**src/rtl/bsg_vcache_dma_arbiter_pkg.sv**
```systemverilog
// ============================================================================
// Module   : bsg_vcache_dma_arbiter_pkg
// Brief    : Shared helpers for the multi-cache DMA arbiter slice.
// Revision : 1.0 - initial release
// ============================================================================
`default_nettype none

package bsg_vcache_dma_arbiter_pkg;

    // Direction encoding carried in the packet MSB (write_not_read).
    typedef enum logic {
        e_dma_read  = 1'b0,
        e_dma_write = 1'b1
    } dma_op_e;

    // Packet layout is {write_not_read, mask, addr}.
    function automatic int dma_pkt_width(input int addr_width, input int mask_width);
        return 1 + mask_width + addr_width;
    endfunction

    function automatic int safe_clog2(input int n);
        return (n > 1) ? $clog2(n) : 1;
    endfunction

endpackage

`default_nettype wire

```
**src/rtl/bsg_vcache_dma_burst_steer.sv**
```systemverilog
// ============================================================================
// Module   : bsg_vcache_dma_burst_steer
// Brief    : Tag FIFO plus beat counter; presents the head requester id and
//            retires the entry on the last beat of its burst.
// Revision : 1.0 - initial release
// ============================================================================
`default_nettype none

module bsg_vcache_dma_burst_steer
    import bsg_vcache_dma_arbiter_pkg::*;
#(
    parameter int id_width_p  = 1,
    parameter int depth_p     = 4,
    parameter int burst_len_p = 8
) (
    input  logic                  clk_i,
    input  logic                  reset_i,
    input  logic                  push_v_i,
    input  logic [id_width_p-1:0] push_id_i,
    input  logic                  beat_i,
    output logic                  full_o,
    output logic                  head_v_o,
    output logic [id_width_p-1:0] head_id_o
);

    localparam int c_ptr_w   = safe_clog2(depth_p);
    localparam int c_count_w = $clog2(depth_p + 1);
    localparam int c_beat_w  = safe_clog2(burst_len_p);
    localparam logic [c_ptr_w-1:0]   c_ptr_last  = c_ptr_w'(depth_p - 1);
    localparam logic [c_count_w-1:0] c_depth     = c_count_w'(depth_p);
    localparam logic [c_beat_w-1:0]  c_beat_last = c_beat_w'(burst_len_p - 1);

    logic [id_width_p-1:0] r_mem [depth_p];
    logic [c_ptr_w-1:0]    r_wptr;
    logic [c_ptr_w-1:0]    r_rptr;
    logic [c_count_w-1:0]  r_count;
    logic [c_beat_w-1:0]   r_beat;

    logic w_push;
    logic w_beat;
    logic w_pop;

    assign full_o    = (r_count == c_depth);
    assign head_v_o  = (r_count != '0);
    assign head_id_o = r_mem[r_rptr];

    // Full wins over a same-cycle pop: no bypass into a full FIFO.
    assign w_push = push_v_i & ~full_o;
    assign w_beat = beat_i & head_v_o;
    assign w_pop  = w_beat & (r_beat == c_beat_last);

    always_ff @(posedge clk_i) begin
        if (w_push) begin
            r_mem[r_wptr] <= push_id_i;
        end
    end

    always_ff @(posedge clk_i) begin
        if (reset_i) begin
            r_wptr  <= '0;
            r_rptr  <= '0;
            r_count <= '0;
            r_beat  <= '0;
        end else begin
            if (w_push) begin
                r_wptr <= (r_wptr == c_ptr_last) ? '0 : r_wptr + c_ptr_w'(1);
            end
            if (w_pop) begin
                r_rptr <= (r_rptr == c_ptr_last) ? '0 : r_rptr + c_ptr_w'(1);
            end
            if (w_push && !w_pop) begin
                r_count <= r_count + c_count_w'(1);
            end else if (w_pop && !w_push) begin
                r_count <= r_count - c_count_w'(1);
            end
            if (w_beat) begin
                r_beat <= w_pop ? '0 : r_beat + c_beat_w'(1);
            end
        end
    end

endmodule

`default_nettype wire

```
**src/rtl/bsg_vcache_dma_arbiter.sv**
```systemverilog
// ============================================================================
// Module   : bsg_vcache_dma_arbiter
// Brief    : Round-robin share of one cache DMA port among several vcaches,
//            steering fill / write-back bursts by recorded requester order.
// Revision : 1.0 - initial release
// ============================================================================
`default_nettype none

module bsg_vcache_dma_arbiter
    import bsg_vcache_dma_arbiter_pkg::*;
#(
    parameter int num_caches_p      = 2,
    parameter int dma_addr_width_p  = 28,
    parameter int dma_mask_width_p  = 8,
    parameter int dma_data_width_p  = 32,
    parameter int dma_burst_len_p   = 8,
    parameter int max_outstanding_p = 4,
    parameter int dma_pkt_width_lp  = dma_pkt_width(dma_addr_width_p, dma_mask_width_p)
) (
    input  logic                                              clk_i,
    input  logic                                              reset_i,

    input  logic [num_caches_p-1:0][dma_pkt_width_lp-1:0]     cache_dma_pkt_i,
    input  logic [num_caches_p-1:0]                           cache_dma_pkt_v_i,
    output logic [num_caches_p-1:0]                           cache_dma_pkt_yumi_o,

    output logic [num_caches_p-1:0][dma_data_width_p-1:0]     cache_dma_data_o,
    output logic [num_caches_p-1:0]                           cache_dma_data_v_o,
    input  logic [num_caches_p-1:0]                           cache_dma_data_ready_and_i,

    input  logic [num_caches_p-1:0][dma_data_width_p-1:0]     cache_dma_data_i,
    input  logic [num_caches_p-1:0]                           cache_dma_data_v_i,
    output logic [num_caches_p-1:0]                           cache_dma_data_yumi_o,

    output logic [dma_pkt_width_lp-1:0]                       dma_pkt_o,
    output logic                                              dma_pkt_v_o,
    input  logic                                              dma_pkt_yumi_i,

    input  logic [dma_data_width_p-1:0]                       dma_data_i,
    input  logic                                              dma_data_v_i,
    output logic                                              dma_data_ready_and_o,

    output logic [dma_data_width_p-1:0]                       dma_data_o,
    output logic                                              dma_data_v_o,
    input  logic                                              dma_data_yumi_i
);

    localparam int c_id_w = safe_clog2(num_caches_p);
    localparam logic [c_id_w-1:0] c_last_id = c_id_w'(num_caches_p - 1);
    localparam logic [num_caches_p-1:0] c_one = num_caches_p'(1);

    logic [c_id_w-1:0]       r_ptr;
    logic                    r_locked;
    logic [c_id_w-1:0]       r_lock_id;

    logic [num_caches_p-1:0] w_elig;
    logic                    w_rr_found;
    logic [c_id_w-1:0]       w_rr_id;
    logic [c_id_w-1:0]       w_grant;
    logic                    w_accept;
    logic                    w_is_write;

    logic                    w_rd_full, w_rd_v, w_wr_full, w_wr_v;
    logic [c_id_w-1:0]       w_rd_id, w_wr_id;

    for (genvar i = 0; i < num_caches_p; i++) begin : g_elig
        assign w_elig[i] = cache_dma_pkt_v_i[i] & ~reset_i
            & ~((cache_dma_pkt_i[i][dma_pkt_width_lp-1] == e_dma_write) ? w_wr_full : w_rd_full);
    end

    // First eligible requester at or after the pointer.
    always_comb begin
        w_rr_found = 1'b0;
        w_rr_id    = '0;
        for (int k = 0; k < num_caches_p; k++) begin
            if (!w_rr_found && w_elig[(int'(r_ptr) + k) % num_caches_p]) begin
                w_rr_found = 1'b1;
                w_rr_id    = c_id_w'((int'(r_ptr) + k) % num_caches_p);
            end
        end
    end

    assign w_grant     = r_locked ? r_lock_id : w_rr_id;
    assign dma_pkt_o   = cache_dma_pkt_i[w_grant];
    assign dma_pkt_v_o = ~reset_i & (r_locked | w_rr_found);
    assign w_accept    = dma_pkt_v_o & dma_pkt_yumi_i;
    assign w_is_write  = (dma_pkt_o[dma_pkt_width_lp-1] == e_dma_write);

    assign cache_dma_pkt_yumi_o = w_accept ? (c_one << w_grant) : '0;

    always_ff @(posedge clk_i) begin
        if (reset_i) begin
            r_ptr     <= '0;
            r_locked  <= 1'b0;
            r_lock_id <= '0;
        end else if (w_accept) begin
            r_locked <= 1'b0;
            r_ptr    <= (w_grant == c_last_id) ? '0 : w_grant + c_id_w'(1);
        end else if (dma_pkt_v_o) begin
            r_locked  <= 1'b1;
            r_lock_id <= w_grant;
        end
    end

    bsg_vcache_dma_burst_steer #(
        .id_width_p  (c_id_w),
        .depth_p     (max_outstanding_p),
        .burst_len_p (dma_burst_len_p)
    ) u_rd_steer (
        .clk_i     (clk_i),
        .reset_i   (reset_i),
        .push_v_i  (w_accept & ~w_is_write),
        .push_id_i (w_grant),
        .beat_i    (dma_data_v_i & dma_data_ready_and_o),
        .full_o    (w_rd_full),
        .head_v_o  (w_rd_v),
        .head_id_o (w_rd_id)
    );

    bsg_vcache_dma_burst_steer #(
        .id_width_p  (c_id_w),
        .depth_p     (max_outstanding_p),
        .burst_len_p (dma_burst_len_p)
    ) u_wr_steer (
        .clk_i     (clk_i),
        .reset_i   (reset_i),
        .push_v_i  (w_accept & w_is_write),
        .push_id_i (w_grant),
        .beat_i    (w_wr_v & dma_data_yumi_i),
        .full_o    (w_wr_full),
        .head_v_o  (w_wr_v),
        .head_id_o (w_wr_id)
    );

    for (genvar i = 0; i < num_caches_p; i++) begin : g_fill_bcast
        assign cache_dma_data_o[i] = dma_data_i;
    end

    assign cache_dma_data_v_o   = w_rd_v ? ({{(num_caches_p-1){1'b0}}, dma_data_v_i} << w_rd_id) : '0;
    assign dma_data_ready_and_o = w_rd_v & cache_dma_data_ready_and_i[w_rd_id];

    assign dma_data_o            = cache_dma_data_i[w_wr_id];
    assign dma_data_v_o          = w_wr_v & cache_dma_data_v_i[w_wr_id];
    assign cache_dma_data_yumi_o = w_wr_v ? ({{(num_caches_p-1){1'b0}}, dma_data_yumi_i} << w_wr_id) : '0;

`ifndef SYNTHESIS
    always_ff @(posedge clk_i) begin
        if (!reset_i) begin
            assert (!(dma_data_v_i && !w_rd_v))
                else $error("bsg_vcache_dma_arbiter: fill beat with no outstanding read");
        end
    end
`endif

endmodule

`default_nettype wire

```
**config.mk**
```make
export PLATFORM = sky130hd
export DESIGN_NAME = bsg_vcache_dma_arbiter
export DESIGN_NICKNAME = d
export VERILOG_FILES = /design/src/rtl/bsg_vcache_dma_arbiter_pkg.sv /design/src/rtl/bsg_vcache_dma_burst_steer.sv /design/src/rtl/bsg_vcache_dma_arbiter.sv
export SDC_FILE = /design/constraint.sdc
export NUM_CORES = 1
export LEC_CHECK = 0
export BUFFER_PORTS_ARGS = -buffer_cell sky130_fd_sc_hd__buf_2
export CORE_AREA = 2 2 126 128
export DETAILED_ROUTE_END_ITERATION = 16
export DIE_AREA = 0 0 128 130
export GPL_ROUTABILITY_DRIVEN = 0
export PLACE_DENSITY = 0.53
export SYNTH_ARGS = -nofsm -noshare
export SYNTH_HDL_FRONTEND = slang
export SYNTH_SLANG_ARGS = --single-unit
```
**constraint.sdc**
```tcl
create_clock -name clk_i -period 2.6 [get_ports clk_i]
set_input_delay 0.26 -clock clk_i [delete_from_list [all_inputs] [get_ports clk_i]]
set_output_delay 0.26 -clock clk_i [all_outputs]
set_load 0.005 [all_outputs]
```
* After elaboration in Yosys (flattened, before gate mapping)
Memory sizes are Yosys's and may differ from the RTL's. A register that Yosys moved wholly into a read port is not among the register bits.
Cells that the tools add are included.
** Storage, ports and cells
- Logic and storage cells :: 126
- Bits in writable memories :: 8
- Input bits :: 181
- Bits in registers :: 23
- ROM bits :: 0
- Output and inout port bits :: 142
- Memories :: 2
- Latch bits :: 0
** Memories
- u_rd_steer.r_mem :: depth 4, width 1, rd ports 1, clocked after Yosys merged registers in 1, wr ports 1, RTL line bsg_vcache_dma_burst_steer.sv:33 : logic [id_width_p-1:0] r_mem [depth_p];
- u_wr_steer.r_mem :: depth 4, width 1, rd ports 1, clocked after Yosys merged registers in 1, wr ports 1, RTL line bsg_vcache_dma_burst_steer.sv:33
** Operators by class
- Bitwise logic cells :: 27
- $mul :: 0
- $add $sub $neg :: 12
- Order comparisons :: 5
- Mux-type cells :: 42
- Divide/modulo/power cells :: 0
- Shift-type cells :: 3
- Reductions and logical operators :: 16
- Equal/unequal tests :: 8
** Operator list (count)
- 37-bit 2-to-1 mux :: 2
- 32-bit 2-to-1 mux :: 2
- 2-bit 2-to-1 mux :: 11
- 1-bit 2-to-1 mux :: 21
- 1-bit AND :: 18
- 3-bit 2-to-1 mux :: 6
- 3-bit by 1-bit adder with 3-bit output, second input constant :: 4
- 3-bit equality test, second input constant :: 4
- 2-bit by 1-bit adder with 2-bit output, second input constant :: 4
- 2-bit equality test, second input constant :: 4
- 1-bit by 2-bit < comparator with 1-bit output, second input constant :: 4
- 1-bit NOT :: 7
- 3-bit nonzero test :: 2
- 3-bit by 1-bit subtractor with 3-bit output, second input constant :: 2
- 1-bit logical AND :: 5
- 1-bit logical NOT :: 5
- 2-bit nonzero test :: 2
- 1-bit by 1-bit << shifter with 2-bit output :: 2
- 2-bit by 3-bit < comparator with 1-bit output, second input constant :: 1
- 1-bit adder, second input constant :: 2
- 2-bit AND reduction :: 1
- 2-bit OR reduction :: 1
- 1-bit by 1-bit << shifter with 2-bit output, first input constant :: 1
- 1-bit AND, first input constant :: 1
- 1-bit bitwise OR :: 1

* Longest topological paths before layout
- Depth after elaboration :: 20
- Mapped depth :: 12
- Gate-level depth less buffers :: 11

* Modules after synthesis
From an unflattened synthesis, not the netlist that was laid out.
** Unflattened totals
- Cells, all modules :: 312
- Area total of the unflattened synthesis :: 3141.8 sq um
** By module, submodules not included
- bsg_vcache_dma_arbiter :: cells an instance 174, sequential area each 60.1 sq um, instances 1, area each 1577.8 sq um
- bsg_vcache_dma_burst_steer :: cells an instance 69, sequential area each 360.3 sq um, instances 2, area each 782.0 sq um

* Worst setup path after synthesis
No wires, ideal clock.
- Path kind :: register to register
- Start point :: register u_wr_steer.r_count[0]
- End point :: register u_wr_steer.r_count[2]
- Setup slack :: -227 ps
- Library setup time :: 70 ps
- Data required time :: 2530 ps
- Path buffers :: 0
- Cell stages (with the launch flop) :: 12
- Arrival time :: 2757 ps
- Period minus slack after synthesis :: 2827 ps
- Cell sequence :: dfxtp_1 > nor4bb_1 > o31a_1 > a211o_1 > a211o_1 > inv_2 > ha_1 > inv_1 > fa_1 > xor2_1 > or3_1 > a21oi_1
** Between the ends
- Word-level cells in the longest chain between the ends :: 18
- Elaborated cells between the ends (all ways) :: 40
- Classes of those cells :: 2 x add/sub; 1 x eq/ne; 16 x mux; 13 x bitwise; 8 x reduce/logical
** Ends and longest elaborated chain
- start, declared :: RTL line bsg_vcache_dma_burst_steer.sv:36 : logic [c_count_w-1:0] r_count;
- start signal, assigned :: RTL line bsg_vcache_dma_burst_steer.sv:72 : r_count <= r_count + c_count_w'(1);
- start signal, assigned :: RTL line bsg_vcache_dma_burst_steer.sv:74 : r_count <= r_count - c_count_w'(1);
- 3-bit equality test * :: RTL line bsg_vcache_dma_burst_steer.sv:43 : assign full_o = (r_count == c_depth);
- 1-bit 2-to-1 mux :: RTL line bsg_vcache_dma_arbiter.sv:68 : & ~((cache_dma_pkt_i[i][dma_pkt_width_lp-1] == e_dma_write) ? w_wr_full : w_rd_full);
- 1-bit NOT :: RTL line bsg_vcache_dma_arbiter.sv:68
- 1-bit AND :: RTL line bsg_vcache_dma_arbiter.sv:68
- 1-bit 2-to-1 mux (implied by the code) (2 in a row) :: RTL line bsg_vcache_dma_arbiter.sv:76 : if (!w_rr_found && w_elig[(int'(r_ptr) + k) % num_caches_p]) begin
- 1-bit 2-to-1 mux :: RTL line bsg_vcache_dma_arbiter.sv:76
- 1-bit logical NOT :: RTL line bsg_vcache_dma_arbiter.sv:76
- 1-bit logical AND :: RTL line bsg_vcache_dma_arbiter.sv:76
- (+2 left out)
- 1-bit AND / 37-bit 2-to-1 mux (equally long branches) :: RTL line bsg_vcache_dma_arbiter.sv:85, bsg_vcache_dma_arbiter.sv:84
- 1-bit AND / 37-bit 2-to-1 mux (equally long branches) :: RTL line bsg_vcache_dma_arbiter.sv:86, bsg_vcache_dma_arbiter.sv:84
- 1-bit AND :: RTL line bsg_vcache_dma_arbiter.sv:127 : .push_v_i (w_accept & w_is_write),
- 1-bit AND * :: RTL line bsg_vcache_dma_burst_steer.sv:48 : assign w_push = push_v_i & ~full_o;
- net u_wr_steer.w_push :: RTL line bsg_vcache_dma_burst_steer.sv:39 : logic w_push;
- 1-bit logical NOT :: RTL line bsg_vcache_dma_burst_steer.sv:73 : end else if (w_pop && !w_push) begin
- 1-bit logical AND :: RTL line bsg_vcache_dma_burst_steer.sv:73
- 2-bit nonzero test (no source line)
The timed path passes the listed nets; every way through them passes the cells marked *. The select of a mux whose other input is x is not followed.
A chain may end at the register's enable or synchronous reset.

* Worst setup path in the final report
- Start point :: register u_rd_steer.r_count[1]
- End point :: output dma_pkt_o[5]
** Between the ends
- Word-level cells in the longest chain between the ends :: 13
- Elaborated cells between the ends (all ways) :: 20
- Classes of those cells :: 1 x eq/ne; 13 x mux; 4 x bitwise; 2 x reduce/logical
** Ends and longest elaborated chain
- start, declared :: RTL line bsg_vcache_dma_burst_steer.sv:36
- start signal, assigned :: RTL line bsg_vcache_dma_burst_steer.sv:72
- start signal, assigned :: RTL line bsg_vcache_dma_burst_steer.sv:74
- 3-bit equality test * :: RTL line bsg_vcache_dma_burst_steer.sv:43
- 1-bit 2-to-1 mux :: RTL line bsg_vcache_dma_arbiter.sv:68
- 1-bit NOT :: RTL line bsg_vcache_dma_arbiter.sv:68
- 1-bit AND :: RTL line bsg_vcache_dma_arbiter.sv:68
- 1-bit 2-to-1 mux (implied by the code) (2 in a row) :: RTL line bsg_vcache_dma_arbiter.sv:76
- 1-bit 2-to-1 mux :: RTL line bsg_vcache_dma_arbiter.sv:76
- 1-bit logical NOT :: RTL line bsg_vcache_dma_arbiter.sv:76
- 1-bit logical AND :: RTL line bsg_vcache_dma_arbiter.sv:76
- 1-bit 2-to-1 mux * :: RTL line bsg_vcache_dma_arbiter.sv:76
- 1-bit 2-to-1 mux * :: RTL line bsg_vcache_dma_arbiter.sv:83 : assign w_grant = r_locked ? r_lock_id : w_rr_id;
- 37-bit 2-to-1 mux (implied by the code) * (2 in a row) :: RTL line bsg_vcache_dma_arbiter.sv:84 : assign dma_pkt_o = cache_dma_pkt_i[w_grant];
- end, declared :: RTL line bsg_vcache_dma_arbiter.sv:35 : output logic [dma_pkt_width_lp-1:0] dma_pkt_o,
Every way passes the cells marked *; elsewhere a longest branch is shown, timed or not. The select of a mux whose other input is x is not followed.

==> impl_metrics.ini <==
[detailed_routing]
routed-via-count = 3026
drt.antenna.violating_nets = 0
wire_per_inst_um = 18.3
dr.pass1.iters = 4
vias_per_cell = 4.29
finalWirelength_um = 12900
post-route-drc-count = 0
drt_iter0_drc = 77

[synth]
yosysTopAreaCell = mux2_2
synth_enable_flop_cells = 8
synth.area.top_cells = mux2_2, dfxtp_1, buf_4
synth_cell_types = 42
ys_seq_elements = 35
synth.net_count = 517
yosysWarnings = 0
syn_area_sq_um = 3090
synth_area_per_cell_sq_um = 9.73
synthCells = 318
synth_common_cells = mux2_2, buf_4, dfxtp_1
synth_top_area_share_pct = 24.8
synth-seq-area-share_pct = 25.2
synth_most_common_cell = mux2_2
postSynth.asyncResetShare_pct = 0
ys_dominant_reg_cell = dfxtp_1

[placement]
placed_cells = 685
dpl.hpwl_um = 10600
portBuffers = 226
placed_area_sq_um = 4200
pre_cts_ws_ns = -0.235

[hold_path]
hp-class = input port to register

[worst_setup_path]
reg2reg_slack_ns = -0.08
cp-startpoint = u_rd_steer.r_count[1]
critPathCapture = dma_pkt_o[5]
r2r_end = u_wr_steer.r_count[2]
critPathMaxFanout = 9
worstPathRequired_ns = 2.34
max_stage_delay_ns = 0.36
end_kind = output pin
critical_path_depth = 10
reg2regPathDepth = 11
crit_arrival_ns = 2.42
slowest_stage = nor4b_4
crit_chain = buf_6 > nor4b_4 > nor4_4 > buf_4 > o31ai_4 > buf_12 > buf_6 > buf_12 > mux2_4 > buf_6
critPathKind = register to output pin
crit_path_start_kind = register
critPathMostFrequentCell = buf_6
crit_family = buffers and inverters
reg2reg_from = u_rd_steer.r_count[2]
cp.buffers_inverters = 6

[cells_and_area]
drive_gt1_share_pct = 71.7
multi_input_area_sq_um = 2000
final_area_sq_um = 5010
nFillCells = 1567
final-seq-area_sq_um = 790
utilization_pct = 32.5
diodes = 0
final_nets = 711
stdcell_count = 705
area_growth_pct = 61.9

[cts]
insertion_delay_ns = 0.28
root_buffer = clkbuf_16
cts.path.max_buffers = 2
clkSinkCount = 35
cts_tree = done
htreeDepth = 2
numCtsBuffers = 5
clkSlewWorstSetupHoldPaths_ns = 0.06
ctsHoldBuffers = 0

[sta]
worst_pin_slew_ns = 0.776
rsz0062_at_grt = true
fin_skew_ns = 0.00493
fmax_mhz = 373
slew_headroom_pct = 48.3
finalMaxSlewViolations = 0
fin_setup_tns_ns = -1.09
hold_viol = 0
post-route-min-period_ns = 2.68
setup_viol = 33
period_share_pct = 103
holdWs_ns = 0.185
fin_ws_ns = -0.0841

[die]
row_count = 46
start_util_pct = 20.1
die_x_um = 128
ioPinCount = 323
core_sq_um = 15400
die_area_sq_um = 16600
die_h_um = 130

[outcome]
status = finished with violations
violations = setup timing

[power]
p_total_mw = 1.89
cellPowerDensity_nw_per_um2 = 379
leakage_nw = 2.42
ir_drop_mv = 0.260

[job]
max_cap_violations = 0

[grt]
antenna_found_initial = 1
grtUsageTotal_pct = 13.5
grt_overflow = 0
grt_pass1_vias = 2947
grt_max_degree = 36
grt_pass1_wl_um = 16800
logic make-up (layout without fill, tap and decap cells):
logic type | after synthesis | in the layout | synth area share, %
AO/OA/AOI/OAI | 26 | 26 | 5.26
XOR/XNOR | 4 | 4 | 1.13
adder cells (fa/ha/maj) | 18 | 18 | 7.77
buffers and inverters | 88 | 283 | 18.8
flip-flops | 35 | 35 | 25.2
multiplexers | 81 | 81 | 30.4
AND/OR/NAND/NOR | 66 | 66 | 11.4
worst min-delay path by stage:
stage	start	end	slack [ns]	cells after the start
after floorplan	dma_pkt_yumi_i	r_locked	0.36	1
after global placement	u_wr_steer.r_beat[1]	u_wr_steer.r_beat[1]	0.45	2
after detailed placement	u_wr_steer.r_beat[1]	u_wr_steer.r_beat[1]	0.45	2
after CTS	dma_pkt_yumi_i	r_locked	0.18	2
after global routing	dma_pkt_yumi_i	r_locked	0.19	2
final	dma_pkt_yumi_i	r_locked	0.18	2
layer usage:
metal / routed length (um) / vias to the layer above / part of all wire, % / GRT usage [%]
met5: 0 / - / 0 / 0
met4: 268 / 0 / 2.1 / 3.56
met3: 1210 / 19 / 9.4 / 4.02
met2: 7550 / 222 / 58 / 28.5
met1: 3900 / 1359 / 30 / 12.4
li1: - / 1426 / - / -
layout by cell type (no fill, tap or decap), types with 3 or more instances in the layout:
master | Yosys | final
a21oi_1 | 12 | 12
and2_1 | 9 | 9
buf_2 | 5 | 192
buf_4 | 65 | 24
buf_6 | 0 | 39
clkbuf_16 | 0 | 9
dfxtp_1 | 27 | 22
dfxtp_2 | 0 | 4
edfxtp_1 | 8 | 8
ha_1 | 16 | 14
inv_1 | 11 | 8
inv_2 | 1 | 4
mux2_2 | 68 | 35
mux2_4 | 4 | 37
mux2i_1 | 7 | 7
nand2_1 | 9 | 9
nor2_1 | 22 | 22
nor2b_1 | 3 | 3
nor3_1 | 3 | 3
o21ai_0 | 5 | 5
or3_1 | 3 | 3
xor2_1 | 4 | 4
worst register-to-register path, stage by stage, from the launching register on:
cell	delay, ns
dfxtp_4	0.35
or3b_4	0.39
o211ai_4	0.22
o311ai_4	0.14
a211o_1	0.34
inv_2	0.08
ha_4	0.13
inv_2	0.03
fa_2	0.32
xor2_1	0.17
or3_1	0.30
a21oi_1	0.12
cell type report:
cell class              count  share of cell area (%)
clock inverters             3                   0.775
multi-input cells         195                    40.0
clock buffers               5                    2.50
well taps                 192                    4.80
flip-flops and latches     35                    15.8
inverters                  12                   0.900
repair buffers            263                    35.2
what timing repair did:
item	in CTS	in global routing
pin swaps	8	3
setup buffers	3	3
cloned	1	6
endpoints found under the setup margin	38	40
gates resized for setup	9	79
power breakdown:
part           total [mW]  switching, mW  internal [mW]  leakage [nW]
clock               0.663          0.216          0.447        0.0812
combinational       0.650          0.252          0.398          2.05
sequential          0.582         0.0119          0.570         0.295
(Power assumes the default switching activity.)
